==> src/rtl/mii_rx_frame_gen.sv <==
// mii_rx_frame_gen: MII/GMII receive-frame generator (clk, reset, start + dst_mac/src_mac/eth_type/payload_len/payload_seed/crc_err in; rx_dv, rxd, busy, frame_done, frame_cnt out)
module mii_rx_frame_gen #(
  parameter int DATA_W      = 4,
  parameter int IFG_BYTES   = 12,
  parameter int MIN_PAYLOAD = 46,
  parameter int MAX_PAYLOAD = 1500
) (
  input  logic              clk,
  input  logic              reset,
  input  logic              start,
  input  logic [47:0]       dst_mac,
  input  logic [47:0]       src_mac,
  input  logic [15:0]       eth_type,
  input  logic [15:0]       payload_len,
  input  logic [7:0]        payload_seed,
  input  logic              crc_err,
  output logic              rx_dv,
  output logic [DATA_W-1:0] rxd,
  output logic              busy,
  output logic              frame_done,
  output logic [15:0]       frame_cnt
);
  typedef enum logic [2:0] {IDLE, PREAMBLE, SFD, HDR, PAYLOAD, PAD, FCS, IFG} state_t;
  localparam logic [15:0] MIN_P    = 16'(MIN_PAYLOAD);
  localparam logic [15:0] MAX_P    = 16'(MAX_PAYLOAD);
  localparam logic [15:0] IFG_LAST = 16'(IFG_BYTES - 1);
  localparam logic        WIDE     = 1'(DATA_W == 8);

  function automatic logic [31:0] crc8(input logic [31:0] c, input logic [7:0] b);
    logic [31:0] r;
    r = c ^ {24'h0, b};
    for (int i = 0; i < 8; i++) r = r[0] ? (r >> 1) ^ 32'hEDB88320 : r >> 1;
    return r;
  endfunction

  state_t              state_q, state_d, nxt;
  logic [15:0]         cnt_q, cnt_d, len_q, len_d, frame_cnt_q, frame_cnt_d;
  logic                nib_q, nib_d, err_q, err_d;
  logic [111:0]        hdr_q, hdr_d;
  logic [7:0]          seed_q, seed_d, byte_d;
  logic [31:0]         crc_q, crc_d, fcs;
  logic                rx_dv_q, rx_dv_d, busy_q, busy_d, frame_done_q, frame_done_d;
  logic [DATA_W-1:0]   rxd_q, rxd_d;
  logic                need_pad, last_beat, last_byte;
  logic [3:0]          hdr_idx;

  always_comb begin
    state_d   = state_q;
    cnt_d     = cnt_q;
    nib_d     = nib_q;
    hdr_d     = hdr_q;
    len_d     = len_q;
    seed_d    = seed_q;
    err_d     = err_q;
    need_pad  = len_q < MIN_P;
    last_beat = WIDE || nib_q;
    last_byte = 1'b0;
    nxt       = IDLE;
    case (state_q)
      PREAMBLE: begin last_byte = cnt_q == 16'd6;                 nxt = SFD; end
      SFD:      begin last_byte = 1'b1;                           nxt = HDR; end
      HDR:      begin last_byte = cnt_q == 16'd13;                nxt = len_q != 16'd0 ? PAYLOAD : need_pad ? PAD : FCS; end
      PAYLOAD:  begin last_byte = cnt_q == len_q - 16'd1;         nxt = need_pad ? PAD : FCS; end
      PAD:      begin last_byte = cnt_q + len_q == MIN_P - 16'd1; nxt = FCS; end
      FCS:      begin last_byte = cnt_q == 16'd3;                 nxt = IFG; end
      IFG:      begin last_byte = cnt_q == IFG_LAST;              nxt = IDLE; end
      default: ;
    endcase
    if (state_q == IDLE) begin
      if (start) begin
        state_d = PREAMBLE;
        cnt_d   = 16'd0;
        nib_d   = 1'b0;
        hdr_d   = {dst_mac, src_mac, eth_type};
        len_d   = payload_len > MAX_P ? MAX_P : payload_len;
        seed_d  = payload_seed;
        err_d   = crc_err;
      end
    end else begin
      nib_d = WIDE ? 1'b0 : ~nib_q;
      if (last_beat) begin
        cnt_d   = last_byte ? 16'd0 : cnt_q + 16'd1;
        state_d = last_byte ? nxt : state_q;
      end
    end
    // Outputs and CRC are computed for the beat being entered, so every output is a flop.
    hdr_idx      = 4'd13 - cnt_d[3:0];
    fcs          = ~crc_q ^ {31'b0, err_q};
    byte_d       = state_d == PREAMBLE ? 8'h55 :
                   state_d == SFD      ? 8'hD5 :
                   state_d == HDR      ? hdr_q[{hdr_idx, 3'b000} +: 8] :
                   state_d == PAYLOAD  ? seed_q + cnt_d[7:0] :
                   state_d == FCS      ? fcs[{cnt_d[1:0], 3'b000} +: 8] : 8'h00;
    rxd_d        = DATA_W'(nib_d ? byte_d >> 4 : byte_d);
    rx_dv_d      = state_d != IDLE && state_d != IFG;
    busy_d       = state_d != IDLE;
    frame_done_d = state_d == FCS && cnt_d == 16'd3 && (WIDE || nib_d);
    frame_cnt_d  = frame_cnt_q + {15'b0, frame_done_d};
    // A data byte enters the CRC on its first beat; the FCS is read only after the last one has landed.
    crc_d        = state_q == IDLE ? 32'hFFFFFFFF :
                   (state_d inside {HDR, PAYLOAD, PAD}) && !nib_d ? crc8(crc_q, byte_d) : crc_q;
  end

  always_ff @(posedge clk) begin
    if (reset) begin
      state_q      <= IDLE;
      cnt_q        <= '0;
      nib_q        <= 1'b0;
      hdr_q        <= '0;
      len_q        <= '0;
      seed_q       <= '0;
      err_q        <= 1'b0;
      crc_q        <= 32'hFFFFFFFF;
      rx_dv_q      <= 1'b0;
      rxd_q        <= '0;
      busy_q       <= 1'b0;
      frame_done_q <= 1'b0;
      frame_cnt_q  <= '0;
    end else begin
      state_q      <= state_d;
      cnt_q        <= cnt_d;
      nib_q        <= nib_d;
      hdr_q        <= hdr_d;
      len_q        <= len_d;
      seed_q       <= seed_d;
      err_q        <= err_d;
      crc_q        <= crc_d;
      rx_dv_q      <= rx_dv_d;
      rxd_q        <= rxd_d;
      busy_q       <= busy_d;
      frame_done_q <= frame_done_d;
      frame_cnt_q  <= frame_cnt_d;
    end
  end

  assign rx_dv      = rx_dv_q;
  assign rxd        = rxd_q;
  assign busy       = busy_q;
  assign frame_done = frame_done_q;
  assign frame_cnt  = frame_cnt_q;
endmodule

==> config.mk <==
export PLATFORM = sky130hd
export DESIGN_NAME = mii_rx_frame_gen
export DESIGN_NICKNAME = d
export VERILOG_FILES = /design/src/rtl/mii_rx_frame_gen.sv
export SDC_FILE = /design/constraint.sdc
export NUM_CORES = 1
export LEC_CHECK = 0
export CAP_MARGIN = 20
export CORE_MARGIN = 5
export CORE_UTILIZATION = 61
export CTS_CLUSTER_SIZE = 8
export DETAILED_ROUTE_END_ITERATION = 6
export PLACE_DENSITY = 0.87
export SYNTH_ARGS = -nofsm -noshare
export SYNTH_HDL_FRONTEND = slang
export SYNTH_SLANG_ARGS = --single-unit
==> constraint.sdc <==
create_clock -name clk -period 12 [get_ports clk]
set_input_delay 1.2 -clock clk [delete_from_list [all_inputs] [get_ports clk]]
set_output_delay 1.2 -clock clk [all_outputs]
set_load 0.005 [all_outputs]
Yosys cells after proc, flatten, opt, wreduce, memory -nomap -nowiden
Index checks and enable logic that the tools add are counted.

storage, ports and cells
  input bits = 140
  register bits after elaboration = 212
  logic and storage cells = 96
  output and inout bits = 23
  bits in read-only memories = 0
  bits in latches = 0
  memories kept = 0
  bits in writable memories = 0

cells by class
  shift-type cells = 2
  reduce and logical (&&, ||, !) cells = 11
  mux-type cells = 29
  $lt $le $gt $ge = 2
  multiply operators = 0
  equal/unequal tests = 21
  bitwise gates (word level) = 12
  add/sub/neg operators = 6
  divide/modulo/power cells = 0

operators by type and width
  operator                                                         number
  two-way mux 32 bit                                               8
  inverter 13 -> 14 bit                                            8
  variable part select 112 x 8 -> 8 bit                            1
  two-way mux 16 bit                                               5
  two-way mux 8 bit                                                5
  == test 16 x 2 -> 1 bit, second input constant                   2
  == test 16 x 4 -> 1 bit, second input constant                   2
  inverter 32 bit                                                  1
  variable part select 32 x 6 -> 8 bit                             1
  XOR 32 x 1 -> 32 bit                                             1
  XOR 32 x 8 -> 32 bit                                             1
  == test 3 bit, second input constant                             7
  one-hot mux 3 bit (6 select lines)                               1
  adder 16 x 1 -> 16 bit                                           1
  adder 16 x 1 -> 16 bit, second input constant                    1
  adder 16 bit                                                     1
  == test 16 bit                                                   1
  == test 16 x 3 -> 1 bit, second input constant                   1
  == test 16 x 6 -> 1 bit, second input constant                   1
  greater-than comparator 16 x 11 -> 1 bit, second input constant  1
  less-than comparator 16 x 6 -> 1 bit, second input constant      1
  nonzero test 16 bit                                              1
  subtractor 16 x 1 -> 16 bit, second input constant               1
  two-way mux 3 bit                                                5
  other kinds (16)                                                 25

Logic depth before layout (Yosys ltp)
Gate-level depths: netlist of run 1.

  depth after elaboration = 30
  mapped depth = 35
  gate-level depth less buffers = 30

Worst setup path after synthesis of run 1
OpenSTA, ideal clock, no wires.

  path type = register to register
  start = register cnt_q[0]
  end = register crc_q[25]
  setup slack = 5.148 ns
  arrival = 6.725 ns
  path buffers = 0
  cell stages (with the launch flop) = 26
  library setup time = 0.127 ns
  cell sequence = dfxtp_1 > ha_1 > fa_1 > a21o_1 > a221o_1 > a221o_1 > or3_1 > a2111oi_0 > nand4_1 > nand2_1 > nor2_1 > nand2_1 > nor3b_1 > a21oi_1 > nor2_1 > ha_1 > or4_1 > nand3_1 > mux2i_1 > a211oi_2 > o311a_1 > a211oi_4 > xnor3_1 > xor2_1 > mux2i_1 > nand2_1

between the ends
  elaborated cells on any way between the ends = 47
  classes of those cells = add/sub (4); eq/ne (12); shift (2); mux (21); bitwise (6); reduce/logical (2)

RTL lines
  element                                 line  source
  from (decl)                             37    logic [15:0] cnt_q, cnt_d, len_q, len_d, frame_cnt_q, frame_cnt_d;
  from (signal assigned)                  121   cnt_q <= cnt_d;
  adder 16 bit                            64    PAD: begin last_byte = cnt_q + len_q == MIN_P - 16'd1; nxt = FCS; end
  == test 16 x 6 -> 1 bit                 64
  one-hot mux 1 bit (7 select lines)      59    case (state_q)
  two-way mux 16 bit *                    82    cnt_d = last_byte ? 16'd0 : cnt_q + 16'd1;
  two-way mux 16 bit *                    81    if (last_beat) begin
  two-way mux 16 bit *                    69    if (state_q == IDLE) begin
  net cnt_d[2]                            37
  subtractor 4 bit                        87    hdr_idx = 4'd13 - cnt_d[3:0];
  [... 7 more ...]                        n/a
  inverter 13 -> 14 bit (no source line)  n/a
  two-way mux 32 bit *                    32    for (int i = 0; i < 8; i++) r = r[0] ? (r >> 1) ^ 32'hEDB88320 : r >> 1;
  inverter 13 -> 14 bit (no source line)  n/a
  two-way mux 32 bit * (2 in a row)       32
  inverter 13 -> 14 bit (no source line)  n/a
  two-way mux 32 bit *                    32
  inverter 13 -> 14 bit (no source line)  n/a
  two-way mux 32 bit * (2 in a row)       32
  to (signal assigned)                    127   crc_q <= crc_d;
  to (decl)                               41    logic [31:0] crc_q, crc_d, fcs;

Mark *: on every way through the listed nets, which the timed path passes. The rest lies on a longest branch.
A chain may end at the register's enable or synchronous reset.

Worst setup path after layout of run 1
  start = register len_q[5]
  end = register crc_q[25]

between the ends
  elaborated cells on any way between the ends = 47
  classes of those cells = add/sub (4); order compare (1); eq/ne (8); shift (2); mux (23); bitwise (6); reduce/logical (3)

RTL lines
  element                                                      line    source
  from (decl)                                                  37
  from (signal assigned)                                       124     len_q <= len_d;
  adder 16 bit or subtractor 16 x 1 -> 16 bit (tied branches)  64, 63
  == test 16 x 6 -> 1 bit or == test 16 bit (tied branches)    64, 63
  one-hot mux 1 bit (7 select lines) *                         59
  two-way mux 16 bit *                                         82
  two-way mux 16 bit *                                         81
  two-way mux 16 bit *                                         69
  net cnt_d[2]                                                 37
  subtractor 4 bit                                             87
  [... 7 more ...]                                             n/a
  inverter 13 -> 14 bit (no source line)                       n/a
  two-way mux 32 bit *                                         32
  inverter 13 -> 14 bit (no source line)                       n/a
  two-way mux 32 bit * (2 in a row)                            32
  inverter 13 -> 14 bit (no source line)                       n/a
  two-way mux 32 bit *                                         32
  inverter 13 -> 14 bit (no source line)                       n/a
  two-way mux 32 bit * (2 in a row)                            32

Marked as above.

==> results.yml, run 1 <==
logic_synthesis:
  synth_enable_flop_cells: 0
  ys_warn_count: 0
  ys_top_cells_by_area: "dfxtp_1, nand2_1, a21oi_1"
  synth_area_um2: 12600
  synth.avg_cell_area_um2: 8.05
  synthDistinctLibCells: 103
  yosysMostFrequentCell: "nand2_1"
  yosysTopAreaCell: "dfxtp_1"
  synth_seq_cells: 212
  yosysSeqAreaShare: 0.336
  async_flop_share: 0
  synth.net_count: 1740
  synth_top_area_share: 0.336
  syn_inst: 1571
  ys_top_cells_by_count: "nand2_1, dfxtp_1, a21oi_1, clkbuf_1, nor2_1"
  synth_flop_cell: "dfxtp_1"
die:
  start_util: 0.623
  dieArea_um2: 23700
  fp.dieH_um: 154
  ios: 163
  coreArea_um2: 20300
  dieWidth_um: 154
  row_count: 52
routing:
  wl_um: 37300
  drt_first_iter_violations: 1035
  num_vias: 12100
  final_antenna_net_count: 0
  drc: 0
  wl_per_cell_um: 19.3
  firstDrtPassIters: 6
  via_per_inst: 6.24
clocking:
  htreeDepth: 1
  postCtsHoldBufs: 0
  cts-root-buf: "clkbuf_16"
  clock_latency_ps: 540
  cts_max_path_buffers: 3
  cts_buffers: 30
  cts_resized: 0
  cts_tree: "yes"
  path_clk_slew_ps: 60
  cts_sinks: 212
  cts_setup_buffers: 0
critical_path:
  crit_buf_inv: 0
  slowest_stage: "dfxtp_1"
  startpoint_type: "flip-flop"
  cp_slowest_stage_delay_ps: 650
  arrival_ps: 8530
  crit_chain: "ha_1 > and3_1 > a221o_1 > a221o_1 > or3_1 > a2111oi_0 > nand4_1 > nand2_1 > nor2_1 > nand2_1 > nor3b_1 > a21oi_1 > nor2_1 > ha_1 > or4_1 > nand3_1 > mux2i_1 > a211oi_2 > o311a_1 > a211oi_4 > xnor3_1 > xor2_1 > mux2i_1 > nand2_1"
  crit_top_cell: "nand2_1"
  worst_ep_required_time_ps: 12410
  crit_family: "simple AND/OR/NAND/NOR gates"
  cp_max_fo: 17
  criticalPathCategory: "flip-flop to flip-flop"
  r2r_setup_slack_ps: 3870
  crit_path_end_kind: "flip-flop"
final_layout:
  diodes: 0
  final_area_um2: 15000
  drive_gt1_frac: 0.0683
  syn_to_final_growth_pct: 18.6
  fill_cells: 1531
  nNetsFinal: 1837
grt:
  grt_pass1_wl_um: 59300
  grt_overflow: 0
  antenna_found_initial: 0
  grt_pass1_vias: 11500
  gr-usage-all-layers: 0.300
  grt_max_degree: 121
run_status:
  outcome: "finished, final reports clean"
timing:
  grt_setup_unrepaired: "no"
  slew_violations: 0
  fmax_mhz: 123
  fin_tns_setup_ps: 0
  slew_headroom: 0.329
  post-route-period-util: 0.677
  fin_skew_ps: 21.9
  fin_crit_ps: 8130
  tightest_slew_ps: 997
  finalSetupViolCount: 0
  hold_viol_final: 0
  hold_slack_ps: 453
placed_design:
  gp_congestion: 1.02
  io_buffers: 162
  placed_area_um2: 14200
  dp_hpwl_um: 26100
power:
  power.leakage_uw: 0.00576
  irDropWorstVdd_mv: 0.104
  powerDensity_nw_per_um2: 134
worst_hold_path:
  min_path_type: "flip-flop to flip-flop"
flow_run:
  max-cap-violations: 0
path summary, 6_finish.rpt:
path	startpoint	cells past startpoint	to
worst max-delay path	len_q[5]	24	crc_q[25]
worst min-delay path	hdr_q[39]	2	hdr_q[39]
worst max register to register	len_q[5]	24	crc_q[25]
worst min register to register	hdr_q[39]	2	hdr_q[39]
per-layer routing:
metal  track usage  up-vias  part of all wire
li1              -     5725                 -
met1         0.396     5617              0.41
met2         0.490      645              0.46
met3        0.0534      109             0.087
met4         0.114        0             0.043
met5             0        -                 0
kinds of logic (layout without fill, tap and decap cells):
| kind of cell | after synthesis | count (layout) | synth area share |
|---|---|---|---|
| AND/OR/NAND/NOR | 635 | 635 | 0.231 |
| AO/OA/AOI/OAI | 390 | 390 | 0.202 |
| flip-flops | 212 | 212 | 0.336 |
| buffers and inverters | 138 | 236 | 0.0525 |
| XOR/XNOR | 115 | 115 | 0.0967 |
| multiplexers | 52 | 52 | 0.0525 |
| adder cells (fa/ha/maj) | 29 | 29 | 0.0299 |
area by class of cell:
cell class              count  area [um^2]  area share
multi-input cells        1221         7760       0.518
flip-flops and latches    212         4240       0.283
repair buffers            175         1760       0.117
clock buffers              32          779      0.0520
well taps                 270          338      0.0225
inverters                  28          105     0.00701
clock inverters             1         5.00    0.000334
report_power, final:
group	internal, uW	switching [uW]
registers	749	38.8
logic	220	270
clock network	447	291
flip-flops by register name (all words and copies together) (netlist names):
signal	count
crc_q	32
hdr_q	112
seed_q	8
rxd	4
frame_cnt	16
frame_done	1
busy	1
cnt_q	16
state_q	3
last_beat	1
rx_dv	1
err_q	1
len_q	16
metrics by stage:
step                      power, uW  instances  setup WS, ps   util
after global routing           2100       1939          3380  0.738
after global placement         1270       1904          4380  0.697
after detailed placement       1280       1904          4110  0.697
after floorplan                1150       1571          5150      -
final                          2020       1939          3870  0.738
after CTS                      2010       1937          4050  0.736
layout by cell type (no fill, tap or decap), types with 22 or more instances in the layout:
cell type	Yosys	routed
nor3_1	27	27
nand4_1	22	22
nand3_1	34	34
o21ai_0	39	39
mux2i_1	36	36
clkbuf_16	0	31
nor2_1	80	80
dfxtp_1	212	212
a211oi_1	22	22
ha_1	27	27
xnor2_1	56	56
inv_1	27	27
a21oi_1	172	172
xor2_1	41	41
clkdlybuf4s50_1	0	161
o211ai_1	33	33
nand2_1	363	362
worst min-delay path: stages (launching register included):
cell and delay, ps:
dfxtp_1 300, nand2_1 50, a21oi_1 50
Note: power is estimated with default switching activity, not from simulation.
==> run 2, diff against run 1 <==
--- a/config.mk
+++ b/config.mk
@@ -7,10 +7,10 @@
 export LEC_CHECK = 0
 export CAP_MARGIN = 20
 export CORE_MARGIN = 5
-export CORE_UTILIZATION = 61
+export CORE_UTILIZATION = 51
 export CTS_CLUSTER_SIZE = 8
 export DETAILED_ROUTE_END_ITERATION = 6
-export PLACE_DENSITY = 0.87
+export PLACE_DENSITY = 0.77
 export SYNTH_ARGS = -nofsm -noshare
 export SYNTH_HDL_FRONTEND = slang
 export SYNTH_SLANG_ARGS = --single-unit
==> constraint.sdc (replaced) <==
create_clock -name clk -period 6.8 [get_ports clk]
set_input_delay 0.68 -clock clk [delete_from_list [all_inputs] [get_ports clk]]
set_output_delay 0.68 -clock clk [all_outputs]
set_load 0.005 [all_outputs]
==> results.yml, run 2 (synthesized netlist as in run 1, its figures left out) <==
die:
  row_count: 57
  start_util: 0.518
  ios: 163
  dieArea_um2: 28000
  fp.dieH_um: 167
  coreArea_um2: 24400
  dieWidth_um: 167
clocking:
  postCtsHoldBufs: 0
  cts_buffers: 30
  cts_max_path_buffers: 3
  cts-root-buf: "clkbuf_16"
  htreeDepth: 1
  path_clk_slew_ps: 50
  cts_sinks: 212
  cts_tree: "yes"
  clock_latency_ps: 540
placed_design:
  place_ws_ps: -129
  placed_area_um2: 14700
  dp_hpwl_um: 28200
  io_buffers: 162
  gp_congestion: 0.968
final_layout:
  final_cell_mix: "nand2_1, dfxtp_1, a21oi_1"
  fill_cells: 2118
  largest_register_ffs: 112
  nNetsFinal: 1913
  fin_util: 0.652
  largest-register: "hdr_q"
  biggestRegsByFlops: "hdr_q: 112 flops, crc_q: 32 flops"
  final_common_cell: "nand2_1"
  drive_gt1_frac: 0.127
  syn_to_final_growth_pct: 25.8
  final_area_um2: 15900
  diodes: 0
routing:
  num_vias: 12300
  wl_um: 39200
  wl_per_cell_um: 19.0
  drc: 0
  via_per_inst: 5.94
  drt_first_iter_violations: 1161
  final_antenna_net_count: 0
  firstDrtPassIters: 6
power:
  power.leakage_uw: 0.00618
  powerDensity_nw_per_um2: 233
  irDropWorstVdd_mv: 0.201
timing:
  post-route-period-util: 0.961
  fin_ws_ps: 265
  hold_viol_final: 0
  fmax_mhz: 153
  fin_skew_ps: 11.2
  slew_violations: 0
  fin_crit_ps: 6530
  finalSetupViolCount: 0
  slew_headroom: 0.332
  tightest_slew_ps: 1000
critical_path:
  cp_slowest_stage_delay_ps: 610
  startpoint_type: "flip-flop"
  criticalPathCategory: "flip-flop to flip-flop"
  worst_ep_required_time_ps: 7190
  crit_family: "compound AO/OA/AOI/OAI gates"
  cp_max_fo: 6
  crit_buf_inv: 1
  crit_path_end_kind: "flip-flop"
  slowest_stage: "or4_1"
  arrival_ps: 6930
flow_run:
  max-cap-violations: 0
grt:
  grt_pass1_vias: 11700
  grt_max_degree: 102
  grt_pass1_wl_um: 62000
  antenna_found_initial: 0
  grt_overflow: 0
  gr-usage-all-layers: 0.265
run_status:
  outcome: "finished, final reports clean"
worst_hold_path:
  min_path_type: "flip-flop to flip-flop"
## run 2: changes by cell type in the layout (fill, tap and decap cells not counted), moves of 3 or more
| cell | previous run | this run |
|---|---|---|
| buf_4 | 12 | 86 |
| a21oi_1 | 172 | 169 |
| a21oi_2 | 0 | 3 |
| o21ai_1 | 4 | 7 |
| xnor2_4 | 1 | 4 |
| o21ai_0 | 39 | 36 |
| a2111oi_0 | 3 | 0 |
## run 2: path summary, 6_finish.rpt
kind,cells after the start,end,slack (ps),start
worst max-delay path,26,crc_q[23],270,cnt_q[0]
worst max register to register,26,crc_q[23],270,cnt_q[0]
worst min-delay path,2,hdr_q[17],450,hdr_q[17]
worst min register to register,2,hdr_q[17],450,hdr_q[17]
## run 2: area by class of cell
| type | count | area, um^2 | area share |
|---|---|---|---|
| multi-input cells | 1221 | 8040 | 0.505 |
| flip-flops and latches | 212 | 4250 | 0.267 |
| well taps | 324 | 405 | 0.0255 |
| repair buffers | 251 | 2300 | 0.145 |
| inverters | 28 | 105 | 0.00661 |
| clock buffers | 31 | 776 | 0.0488 |
| clock inverters | 1 | 30.0 | 0.00189 |
## run 2: power by group
part	leakage, uW	switching, uW	internal, uW
clock	0.000396	512	825
combinational	0.00405	527	459
sequential	0.00173	57.6	1320
total	0.00618	1100	2610
## run 2: stage by stage
step / hold WS [ps] / TNS, ps / power [uW] / cells
6_report: 452 / 0 / 3700 / 2068
5_1_grt: 469 / -18.2 / 3870 / 2068
4_1_cts: 451 / 0 / 3660 / 2056
3_5_place_dp: 445 / -411 / 2330 / 2022
3_3_place_gp: 439 / 0 / 2310 / 2022
2_1_floorplan: 432 / 0 / 2030 / 1571
## run 2: tightest hold or removal path: stages (launching register included)
cell and delay, ps:
dfxtp_1 300, nand2_1 50, a21oi_1 50
## run 2: per-layer routing
metal  share of wire  global-route usage  wire length, um
met4           0.027              0.0702             1050
met2            0.47               0.440            18600
met1            0.43               0.364            16700
met3           0.073              0.0368             2870
met5               0                   0                0
## run 2: what timing repair did
| action | CTS | global route |
|---|---|---|
| setup endpoints to repair | 6 | 29 |
| pin swaps | 2 | 24 |
| buffers inserted | 2 | 11 |
| gates resized for setup | 3 | 46 |
==> run 3, diff against run 2 <==
--- a/config.mk
+++ b/config.mk
@@ -7,10 +7,11 @@
 export LEC_CHECK = 0
 export CAP_MARGIN = 20
 export CORE_MARGIN = 5
-export CORE_UTILIZATION = 51
+export CORE_UTILIZATION = 56
 export CTS_CLUSTER_SIZE = 8
 export DETAILED_ROUTE_END_ITERATION = 6
-export PLACE_DENSITY = 0.77
+export PLACE_DENSITY = 0.81
+export SLEW_MARGIN = 40
 export SYNTH_ARGS = -nofsm -noshare
 export SYNTH_HDL_FRONTEND = slang
 export SYNTH_SLANG_ARGS = --single-unit
==> constraint.sdc (replaced) <==
create_clock -name clk -period 7.5 [get_ports clk]
set_input_delay 0.75 -clock clk [delete_from_list [all_inputs] [get_ports clk]]
set_output_delay 0.75 -clock clk [all_outputs]
set_load 0.005 [all_outputs]
==> results.yml, run 3 (synthesized netlist as in run 1, its figures left out) <==
critical_path:
  startpoint_type: "flip-flop"
  arrival_ps: 7600
  reg2reg_to: "crc_q[19]"
  r2r_setup_slack_ps: 320
  r2r-start: "len_q[0]"
  criticalPathCategory: "flip-flop to flip-flop"
  r2r_cells: 26
  crit_path_end_kind: "flip-flop"
  cp_max_fo: 10
  worst_ep_required_time_ps: 7920
power:
  powerDensity_nw_per_um2: 213
  irDropWorstVdd_mv: 0.146
  power.leakage_uw: 0.00589
grt:
  grt_pass1_vias: 11400
  grt_max_degree: 102
  antenna_found_initial: 0
  gr-usage-all-layers: 0.285
  grt_pass1_wl_um: 60500
  grt_overflow: 0
routing:
  via_per_inst: 6.05
  num_vias: 12000
  wl_per_cell_um: 19.2
  drt_first_iter_violations: 1061
  drc: 0
  wl_um: 38000
  firstDrtPassIters: 5
  final_antenna_net_count: 0
timing:
  fmax_mhz: 139
  tightest_slew_ps: 818
  finalSetupViolCount: 0
  fin_crit_ps: 7180
  slew_violations: 0
  fin_ws_ps: 318
  hold_slack_ps: 451
  post-route-period-util: 0.958
  slew_headroom: 0.455
  fin_tns_setup_ps: 0
  hold_viol_final: 0
  fin_skew_ps: 11.9
die:
  ios: 163
  fp.dieH_um: 160
  start_util: 0.564
  dieArea_um2: 25700
  dieWidth_um: 160
  row_count: 55
  coreArea_um2: 22400
final_layout:
  fin_util: 0.680
  final_cells: 1980
  biggestRegsByFlops: "hdr_q: 112 flops, crc_q: 32 flops"
  fill_cells: 1850
  syn_to_final_growth_pct: 20.7
  largest-register: "hdr_q"
  nNetsFinal: 1862
  diodes: 0
  final_cell_mix: "nand2_1, dfxtp_1, a21oi_1"
  final_common_cell: "nand2_1"
  largest_register_ffs: 112
  drive_gt1_frac: 0.0885
clocking:
  htreeDepth: 1
  cts_max_path_buffers: 3
  path_clk_slew_ps: 50
  cts-root-buf: "clkbuf_16"
  clock_latency_ps: 550
  cts_buffers: 30
  cts_sinks: 212
  cts_tree: "yes"
placed_design:
  io_buffers: 162
  place_ws_ps: 201
  dp_cells: 1943
  dp_hpwl_um: 27400
  gp_congestion: 0.973
run_status:
  outcome: "finished, final reports clean"
worst_hold_path:
  hold_depth: 2
  min_path_type: "flip-flop to flip-flop"
  min_from: "hdr_q[59]"
  min_to: "hdr_q[59]"
flow_run:
  max-cap-violations: 0
==> run 3: cell count changes in the layout (fill, tap and decap cells not counted), moves of 3 or more <==
| cell | delta |
|---|---|
| buf_4 | -52 |
| a21oi_1 | +3 |
| o21ai_1 | -3 |
| o21ai_0 | +3 |
| a21oi_2 | -3 |
==> run 3: worst max-delay path by stage <==
| stage | startpoint | endpoint | slack [ps] |
|---|---|---|---|
| after floorplan | cnt_q[0] | crc_q[25] | 650 |
| after global placement | len_q[0] | crc_q[23] | 490 |
| after detailed placement | len_q[0] | crc_q[23] | 200 |
| after CTS | len_q[0] | crc_q[23] | 180 |
| after global routing | len_q[0] | crc_q[20] | -1 |
| final | len_q[0] | crc_q[19] | 320 |
==> run 3: metal layers <==
layer	vias to the layer above	GRT usage	wire length, um
met5	-	0	0
met4	0	0.0896	1080
met3	82	0.0446	3060
met2	523	0.457	17500
met1	5601	0.396	16300
li1	5776	-	-
==> run 3: worst max-delay path: stages (launching register included) <==
cell      delay (ps)
dfxtp_1          390
inv_1             90
ha_2             250
or3b_4           450
or4_1            490
a221oi_1         280
a211oi_1         140
a21o_1           230
or4_4            640
nand2_2          190
nor2_1            80
nand2_1          130
nor3b_1           60
a21oi_1          180
nor2_1           120
ha_1             290
or4_1            620
nand3_1          170
buf_4            170
nor3_1            80
o211ai_1         190
nand4_1          250
xor2_2           450
xnor3_2          520
xor3_1           380
mux2i_1          140
nand2_1           70
==> run 3: what timing repair did <==
| item | 4_1_cts | 5_1_grt |
|---|---|---|
| hold buffers | 0 | 0 |
| setup buffers | 0 | 2 |
| endpoints found under the setup margin | 0 | 23 |
| gates resized for setup | 0 | 10 |
==> run 3: final cells by class <==
type / instances / area (um^2) / area share
multi-input combinational: 1221 / 7830 / 0.513
sequential: 212 / 4240 / 0.278
timing repair buffer: 200 / 1940 / 0.127
clock buffer: 33 / 772 / 0.0506
tap: 285 / 357 / 0.0234
inverter: 28 / 105 / 0.00689
clock inverter: 1 / 16.3 / 0.00107
==> run 3: metrics by stage <==
| step | cell area [um^2] | power, uW |
|---|---|---|
| after floorplan | 12600 | 1840 |
| after global placement | 14400 | 2050 |
| after detailed placement | 14400 | 2070 |
| after CTS | 15200 | 3240 |
| after global routing | 15300 | 3400 |
| final | 15300 | 3250 |
==> run 3: power by group <==
part / total [uW] / switching, uW / leakage (uW) / internal [uW]
combinational: 820 / 449 / 0.00378 / 371
clock: 1170 / 466 / 0.000386 / 709
sequential: 1260 / 58.1 / 0.00173 / 1200
total: 3250 / 973 / 0.00589 / 2280
